==> config.mk <==
export PLATFORM = sky130hd
export DESIGN_NAME = bus_gate_arbiter
export DESIGN_NICKNAME = d
export VERILOG_FILES = /design/src/rtl/bus_gate_arbiter.sv
export SDC_FILE = /design/constraint.sdc
export NUM_CORES = 1
export LEC_CHECK = 0
export CORE_ASPECT_RATIO = 1.4
export CORE_UTILIZATION = 43
export DETAILED_ROUTE_END_ITERATION = 12
export PLACE_DENSITY_LB_ADDON = 0.08
export SLEW_MARGIN = 15
export SYNTH_ARGS = -nofsm -noshare
export SYNTH_HDL_FRONTEND = slang
export SYNTH_SLANG_ARGS = --single-unit
==> constraint.sdc <==
create_clock -name Clk -period 5.25 [get_ports Clk]
set_input_delay 1.3125 -clock Clk [delete_from_list [all_inputs] [get_ports Clk]]
set_output_delay 1.3125 -clock Clk [all_outputs]
set_load 0.05 [all_outputs]
==> src/rtl/bus_gate_arbiter.sv <==
// bus_gate_arbiter
//
// Registered shared-bus driver for the datapath sources (MARMUX, PC, ALU, MDR, ...).
// Each cycle one gated source is chosen, either by fixed priority or by round-robin.
// The chosen source's data is driven onto the bus with one cycle of latency. The
// current owner can be held across cycles with lock. Cycles where more than one
// gate is high are flagged and counted in a saturating counter.
//
// Parameters:
//   WIDTH  bit width of each source and of the bus
//   N      number of gated sources (2..16)
//   MODE   0 = fixed priority (lowest index wins), 1 = round-robin
//   HOLD   1 = Dout keeps its last value when idle, 0 = Dout cleared when idle
//   CW     width of the conflict counter
//
// Ports:
//   Clk             system clock, rising edge
//   Reset_n         asynchronous active-low reset
//   gate            per-source gate request
//   data_in         flattened source data, source i at [i*WIDTH +: WIDTH]
//   lock            keep the current owner while its gate stays high
//   clear_conflict  synchronous clear of conflict_cnt
//   Dout            registered bus value
//   grant           registered one-hot owner, zero when idle
//   valid           registered, high when a source drove Dout
//   conflict        registered pulse, more than one gate high at the sampling edge
//   conflict_cnt    saturating count of conflict cycles
module bus_gate_arbiter #(
   parameter int unsigned WIDTH = 16,
   parameter int unsigned N     = 4,
   parameter int unsigned MODE  = 0,
   parameter int unsigned HOLD  = 1,
   parameter int unsigned CW    = 8
) (
   input  logic               Clk,
   input  logic               Reset_n,
   input  logic [N-1:0]       gate,
   input  logic [N*WIDTH-1:0] data_in,
   input  logic               lock,
   input  logic               clear_conflict,
   output logic [WIDTH-1:0]   Dout,
   output logic [N-1:0]       grant,
   output logic               valid,
   output logic               conflict,
   output logic [CW-1:0]      conflict_cnt
);

   localparam int unsigned IW = $clog2(N);

   localparam logic [0:0] StIdle  = 1'b0;
   localparam logic [0:0] StOwned = 1'b1;

   logic [0:0]       state_q, state_d;
   logic [IW-1:0]    owner_q, owner_d;
   logic [IW-1:0]    ptr_q, ptr_d;
   logic [WIDTH-1:0] dout_q, dout_d;
   logic [N-1:0]     grant_q, grant_d;
   logic             valid_q, valid_d;
   logic             conflict_q, conflict_d;
   logic [CW-1:0]    cnt_q, cnt_d;

   logic [IW-1:0]    win_idx;
   logic             win_found;
   logic [IW-1:0]    cand;
   logic [IW-1:0]    sel;
   logic             locked;
   logic [WIDTH-1:0] sel_data;

   // Arbitration winner among the current gates.
   always_comb begin
      win_idx   = '0;
      win_found = 1'b0;
      cand      = ptr_q;
      if (MODE == 0) begin
         // Walk downward so the lowest set index is written last.
         for (int i = N - 1; i >= 0; i--) begin
            if (gate[i]) begin
               win_idx   = IW'(i);
               win_found = 1'b1;
            end
         end
      end else begin
         // Search upward from the pointer with an explicit wrap at N-1.
         for (int unsigned off = 0; off < N; off++) begin
            if (!win_found && gate[cand]) begin
               win_idx   = cand;
               win_found = 1'b1;
            end
            cand = (cand == IW'(N - 1)) ? '0 : cand + 1'b1;
         end
      end
   end

   assign locked = (state_q == StOwned) && lock && gate[owner_q];
   assign sel    = locked ? owner_q : win_idx;

   always_comb begin
      sel_data = '0;
      for (int unsigned i = 0; i < N; i++) begin
         if (sel == IW'(i)) begin
            sel_data = data_in[i*WIDTH +: WIDTH];
         end
      end
   end

   // Owner state, bus value and round-robin pointer.
   always_comb begin
      state_d = state_q;
      owner_d = owner_q;
      ptr_d   = ptr_q;
      dout_d  = dout_q;
      grant_d = '0;
      valid_d = 1'b0;
      if (gate == '0) begin
         state_d = StIdle;
         if (HOLD == 0) begin
            dout_d = '0;
         end
      end else begin
         state_d      = StOwned;
         owner_d      = sel;
         dout_d       = sel_data;
         grant_d[sel] = 1'b1;
         valid_d      = 1'b1;
         // A locked hold leaves the pointer where it was.
         if (!locked) begin
            ptr_d = (sel == IW'(N - 1)) ? '0 : sel + 1'b1;
         end
      end
   end

   // More than one bit set iff clearing the lowest set bit leaves something behind.
   assign conflict_d = (gate & (gate - 1'b1)) != '0;

   always_comb begin
      cnt_d = cnt_q;
      if (clear_conflict) begin
         cnt_d = CW'(conflict_d);
      end else if (conflict_d && (cnt_q != {CW{1'b1}})) begin
         cnt_d = cnt_q + 1'b1;
      end
   end

   always_ff @(posedge Clk or negedge Reset_n) begin
      if (!Reset_n) begin
         state_q    <= StIdle;
         owner_q    <= '0;
         ptr_q      <= '0;
         dout_q     <= '0;
         grant_q    <= '0;
         valid_q    <= 1'b0;
         conflict_q <= 1'b0;
         cnt_q      <= '0;
      end else begin
         state_q    <= state_d;
         owner_q    <= owner_d;
         ptr_q      <= ptr_d;
         dout_q     <= dout_d;
         grant_q    <= grant_d;
         valid_q    <= valid_d;
         conflict_q <= conflict_d;
         cnt_q      <= cnt_d;
      end
   end

   assign Dout         = dout_q;
   assign grant        = grant_q;
   assign valid        = valid_q;
   assign conflict     = conflict_q;
   assign conflict_cnt = cnt_q;

endmodule

* Word level (Yosys, flattened, before mapping)
Cells that the tools add are included.
** Storage, ports and cells
- Logic and storage cells :: 41
- Input port bits :: 72
- RAM bits :: 0
- Bits in latches :: 0
- Bits in registers :: 32
- Output and inout port bits :: 30
- Memories :: 0
- Bits in read-only memories :: 0
** Operators by class
- Add/subtract/negate cells :: 2
- Mux-type cells :: 17
- Shifts and indexed selects :: 0
- Reductions and logical operators :: 8
- Equal/unequal tests :: 4
- Magnitude comparators :: 3
- Bitwise gates (word level) :: 1
- Div/mod/pow operators :: 0
- Multiply operators :: 0
** Operators with widths (number)
- 16-bit 2-to-1 mux :: 4
- 8-bit 2-to-1 mux :: 2
- 2-bit 2-to-1 mux :: 5
- 8-bit by 1-bit adder with 8-bit output, second input constant :: 1
- 8-bit != test, second input constant :: 1
- 2-bit by 3-bit < comparator with 1-bit output, second input constant :: 2
- 4-bit bitwise AND :: 1
- 2-bit equality test, second input constant :: 2
- 1-bit logical AND :: 4
- 4-bit zero test :: 1
- 4-bit 2-to-1 mux :: 1
- 4-bit nonzero test :: 1
- 4-bit by 1-bit subtractor with 4-bit output, second input constant :: 1
- 1-bit 2-to-1 mux :: 3
- 1-bit binary-select mux with 2-bit select :: 1
- 1-bit demux with 2-bit select :: 1
- 2-bit by 1-bit equality test with 1-bit output, second input constant :: 1
- 2-bit by 1-bit >= comparator with 1-bit output, second input constant :: 1
- 2-bit zero test :: 1
- 2-bit nonzero test :: 1

* Logic depth before layout (Yosys ltp)
- Depth after elaboration :: 10
- Mapped depth :: 8
- Gate-level depth less buffers :: 6

* Least setup slack after synthesis
OpenSTA, ideal clock, no wires.
- Path type :: input -> register
- Start point :: in gate[1]
- End point :: reg dout_q[12] (netlist: Dout[12])
- Arrival time :: 2.504 ns
- Setup time :: 0.094 ns
- Path buffers :: 3
- Slack :: 2.652 ns
- Required time :: 5.156 ns
- Stages on the path :: 8
- Cell sequence :: buf_2 inv_1 a21oi_1 o32a_1 buf_6 buf_4 o21ai_0 a221oi_2
** On the way
- Longest elaborated chain between the ends :: 9
- Elaborated cells between the ends (all ways) :: 15
- Those cells by class :: eq/ne (3); mux (9); reduce/logical (3)
** Ends and longest elaborated chain
- start, declared :: RTL line 37 : input logic [N-1:0] gate,
- 1-bit binary-select mux with 2-bit select :: RTL line 94 : assign locked = (state_q == StOwned) && lock && gate[owner_q];
- 1-bit 2-to-1 mux (not written as such) :: RTL line 94
- 1-bit logical AND :: RTL line 94
- 2-bit 2-to-1 mux :: RTL line 95 : assign sel = locked ? owner_q : win_idx;
- 2-bit zero test :: RTL line 100 : if (sel == IW'(i)) begin
- 16-bit 2-to-1 mux (4 in a row) :: RTL line 100
- end signal, assigned :: RTL line 158 : dout_q <= dout_d;
- end, declared :: RTL line 56 : logic [WIDTH-1:0] dout_q, dout_d;
Several ways; a longest one is shown, not always the timed one. The select of a mux whose other input is x is not followed.
A chain may end at the register's enable or synchronous reset.

* Worst setup path in the final report
- Start point :: in gate[1]
- End point :: reg dout_q[10] (netlist: Dout[10])
Same word-level chain as after synthesis.

==> impl_metrics.yaml <==
timing:
  drv_slew: 0
  setup_tns_ns: 0
  hold_viol_final: 0
  setup_viol: 0
  fmaxAchievable_ghz: 0.2788
  layout_setup_ws_ns: 1.663
  hold_ws_ns: 0.5851
  worst_slew_pin_slew_ns: 0.7880
  grt_setup_unrepaired: "false"
  share_of_the_clock_period_used_by_the_worst_path_after_layout: 0.6833
  clock_period_minus_final_worst_setup_slack_ns: 3.587
  clock_skew_ns: 0.004635
  max-slew-margin-rel: 0.4747
routing:
  initialDrtViolationCount: 110
  via_per_inst: 5.403
  drt_first_pass_iters: 4
  num_vias: 1902
  wl_per_cell_um: 15.83
  drcViolationCount: 0
  finalWirelength_mm: 5.572
  antenna_violating_nets_post_route: 0
final_layout:
  fin_nets: 364
  nFillCells: 333
  share_of_post_route_cells_with_drive_strength_above_1: 0.1062
  antenna_cells: 0
  final_core_util: 0.7134
  register_area_um2: 800.8
  areaGrowthSynthToFinish_pct: 56.90
  multiInputGateArea_mm2: 0.001060
synthesis:
  xor_xnor_cell_area_share_of_the_yosys_netlist: 0.02682
  post_synth_inst_count: 195
  seq_area_frac_synth: 0.4087
  synth_seq_cells: 32
  dominantRegCellSynth: "sky130_fd_sc_hd__dfrtp_1"
  avgSynthCellArea_um2: 10.05
  edff_count_synth: 0
  post_synth_mux_area_share: 0.09706
  synth_top_family_by_area: "compound AO/OA/AOI/OAI gates"
  synth-simple-area-share: 0.1398
  syn_area_mm2: 0.001959
  syn_nets: 268
  post_synth_num_cell_types: 37
  synth_compound_area_frac: 0.2567
  synthAdderAreaFrac: 0.01149
  number_of_warnings_printed_during_yosys_synthesis: 0
  synthArstFlopShare: 1.000
critical_path:
  cpMaxStageDelayCell: "sky130_fd_sc_hd__clkdlybuf4s50_1"
  worst_setup_path_start_kind: "input port"
  cp-end-kind: "register"
  worstPathCellList: "clkdlybuf4s50_1 -> inv_1 -> a21oi_1 -> o32a_1 -> buf_4 -> o21ai_0 -> a221oi_2"
  critical_path_required_ns: 5.44
  worstSetupPathType: "input port to register"
  critPathMaxStageDelay_ns: 0.67
  critical_path.top_delay_family: "compound AO/OA/AOI/OAI gates"
  cp_data_arrival_time_ns: 3.78
  crit_path_max_fanout: 20
  crit_buf_inv: 3
die:
  initial_utilization: 0.4547
  die_width_um: 59.05
  area_of_the_placeable_core_mm2: 0.004309
  io_pins: 102
  die_area_mm2: 0.004834
  row_count: 28
  die-height_um: 81.87
grt:
  grt_max_degree: 34
  grt_pass1_vias: 1904
  gr-total-overflow: 0
  wire_length_of_the_first_global_routing_pass_mm: 8.769
  globalRouteTotalUtil: 0.2451
  antenna_found_initial: 0
pwr:
  power-per-cell-area_mw_per_mm2: 283.8
  power.ir.vdd_worst_mv: 0.2047
  p_leak_nw: 1.181
clocking:
  clock_latency_ns: 0.28
  cts-root-buf: "sky130_fd_sc_hd__clkbuf_8"
  cts_sinks: 32
  cts-buffers-inserted: 5
  cts.repair_timing.setup_buffer_count: 0
  h-tree-depth: 2
  postCtsHoldBufs: 0
  tritoncts: "yes"
  clock_tree.buffer_depth: 2
  cts.clk_slew.worst_paths_ns: 0.06
  cts-resized-gates: 0
run_status:
  run_status: "finished clean"
placed_design:
  placement.setup.worst_slack_ns: 1.375
  hpwlAfterDp_mm: 4.182
  io_buffer_count: 101
  gpl.final_weighted_congestion: 0.8555
hold_path:
  worst_hold_path_type: "register to register"
job:
  maxCapViolations: 0
-- report_power, final --
part           internal [mW]  switching (mW)  leakage [nW]  total [mW]
Sequential             0.280          0.0231         0.394       0.303
Combinational          0.160           0.218         0.742       0.378
Clock                  0.107          0.0843        0.0455       0.191
Total                  0.547           0.326          1.18       0.872
-- path summary, 6_finish.rpt --
check                           startpoint         end  slack [ns]  cells past startpoint
max in group asynchronous          Reset_n  owner_q[0]        3.52                      2
worst max register to register  owner_q[0]    Dout[10]        2.80                      6
worst min-delay path              Dout[15]    Dout[15]        0.59                      2
min in group asynchronous          Reset_n    grant[2]        1.44                      2
worst min register to register    Dout[15]    Dout[15]        0.59                      2
worst max-delay path               gate[1]    Dout[10]        1.66                      7
-- cells in the final DEF, fill, tap and decap left out, types with 6 or more instances in the layout --
cell type and n:
sky130_fd_sc_hd__clkdlybuf4s50_1 101, sky130_fd_sc_hd__dfrtp_1 32, sky130_fd_sc_hd__nor2_1 30, sky130_fd_sc_hd__o21ai_0 26
sky130_fd_sc_hd__mux2i_1 19, sky130_fd_sc_hd__a221oi_2 16, sky130_fd_sc_hd__o21ai_1 9, sky130_fd_sc_hd__nand2_1 6
sky130_fd_sc_hd__xnor2_1 6, sky130_fd_sc_hd__clkbuf_8 6
-- cell type report --
cell class                      instances  share of cell area
Clock buffer                            8             0.02930
Inverter                                4            0.004884
Multi-Input combinational cell        144              0.3447
Sequential cell                        32              0.2605
Tap cell                               60             0.02442
Timing Repair Buffer                  104              0.3362
-- through the flow --
step / instances / area [um^2] / power [mW]
2_1_floorplan: 195 / 1959 / 0.5432
3_3_place_gp: 344 / 2977 / 0.6804
3_5_place_dp: 344 / 2977 / 0.6862
4_1_cts: 352 / 3067 / 0.8786
5_1_grt: 352 / 3074 / 0.9142
6_report: 352 / 3074 / 0.8723
-- worst register-to-register path: stages (launching register included) --
cell,delay [ns]
sky130_fd_sc_hd__dfrtp_1,0.53
sky130_fd_sc_hd__and3_1,0.24
sky130_fd_sc_hd__nor2b_4,0.18
sky130_fd_sc_hd__o32a_1,0.57
sky130_fd_sc_hd__buf_4,0.39
sky130_fd_sc_hd__o21ai_0,0.18
sky130_fd_sc_hd__a221oi_2,0.28
-- metal layers --
layer,part of all wire,vias up,routed length (um),GRT usage
met3,0.071,10,393,0.06772
li1,-,908,-,-
met1,0.36,918,2016,0.2690
met4,0.015,0,81,0.08333
met2,0.55,66,3082,0.4466
met5,0,-,0,0
-- cells by family after synthesis --
logic type / Yosys count
compound gates: 60
simple gates: 57
flops: 32
buf+inv: 19
mux: 19
xor+xnor: 6
fa+ha+maj: 2
-- state kept, by name, summed over array words and instances (netlist names) --
register,flops
Dout,16
conflict_cnt,8
grant,4
owner_q,2
conflict,1
state_q,1
-- Yosys cell counts, types with 2 or more instances --
cell,instances,area share
sky130_fd_sc_hd__inv_1,4,0.0077
sky130_fd_sc_hd__o21ai_1,9,0.023
sky130_fd_sc_hd__o21ai_0,26,0.066
sky130_fd_sc_hd__nand2b_1,2,0.0064
sky130_fd_sc_hd__xnor2_1,6,0.027
sky130_fd_sc_hd__nor4_1,4,0.013
sky130_fd_sc_hd__buf_2,4,0.010
sky130_fd_sc_hd__mux2i_1,19,0.097
sky130_fd_sc_hd__and2_1,2,0.0064
sky130_fd_sc_hd__nand3_1,4,0.010
sky130_fd_sc_hd__clkbuf_1,4,0.0077
sky130_fd_sc_hd__dfrtp_1,32,0.41
sky130_fd_sc_hd__buf_4,2,0.0077
sky130_fd_sc_hd__nor2_1,30,0.057
sky130_fd_sc_hd__a21oi_1,3,0.0077
sky130_fd_sc_hd__and3_1,2,0.0064
sky130_fd_sc_hd__buf_6,2,0.011
sky130_fd_sc_hd__nand2_1,6,0.011
sky130_fd_sc_hd__a221oi_2,16,0.12
Note: power is estimated with default switching activity, not from simulation.
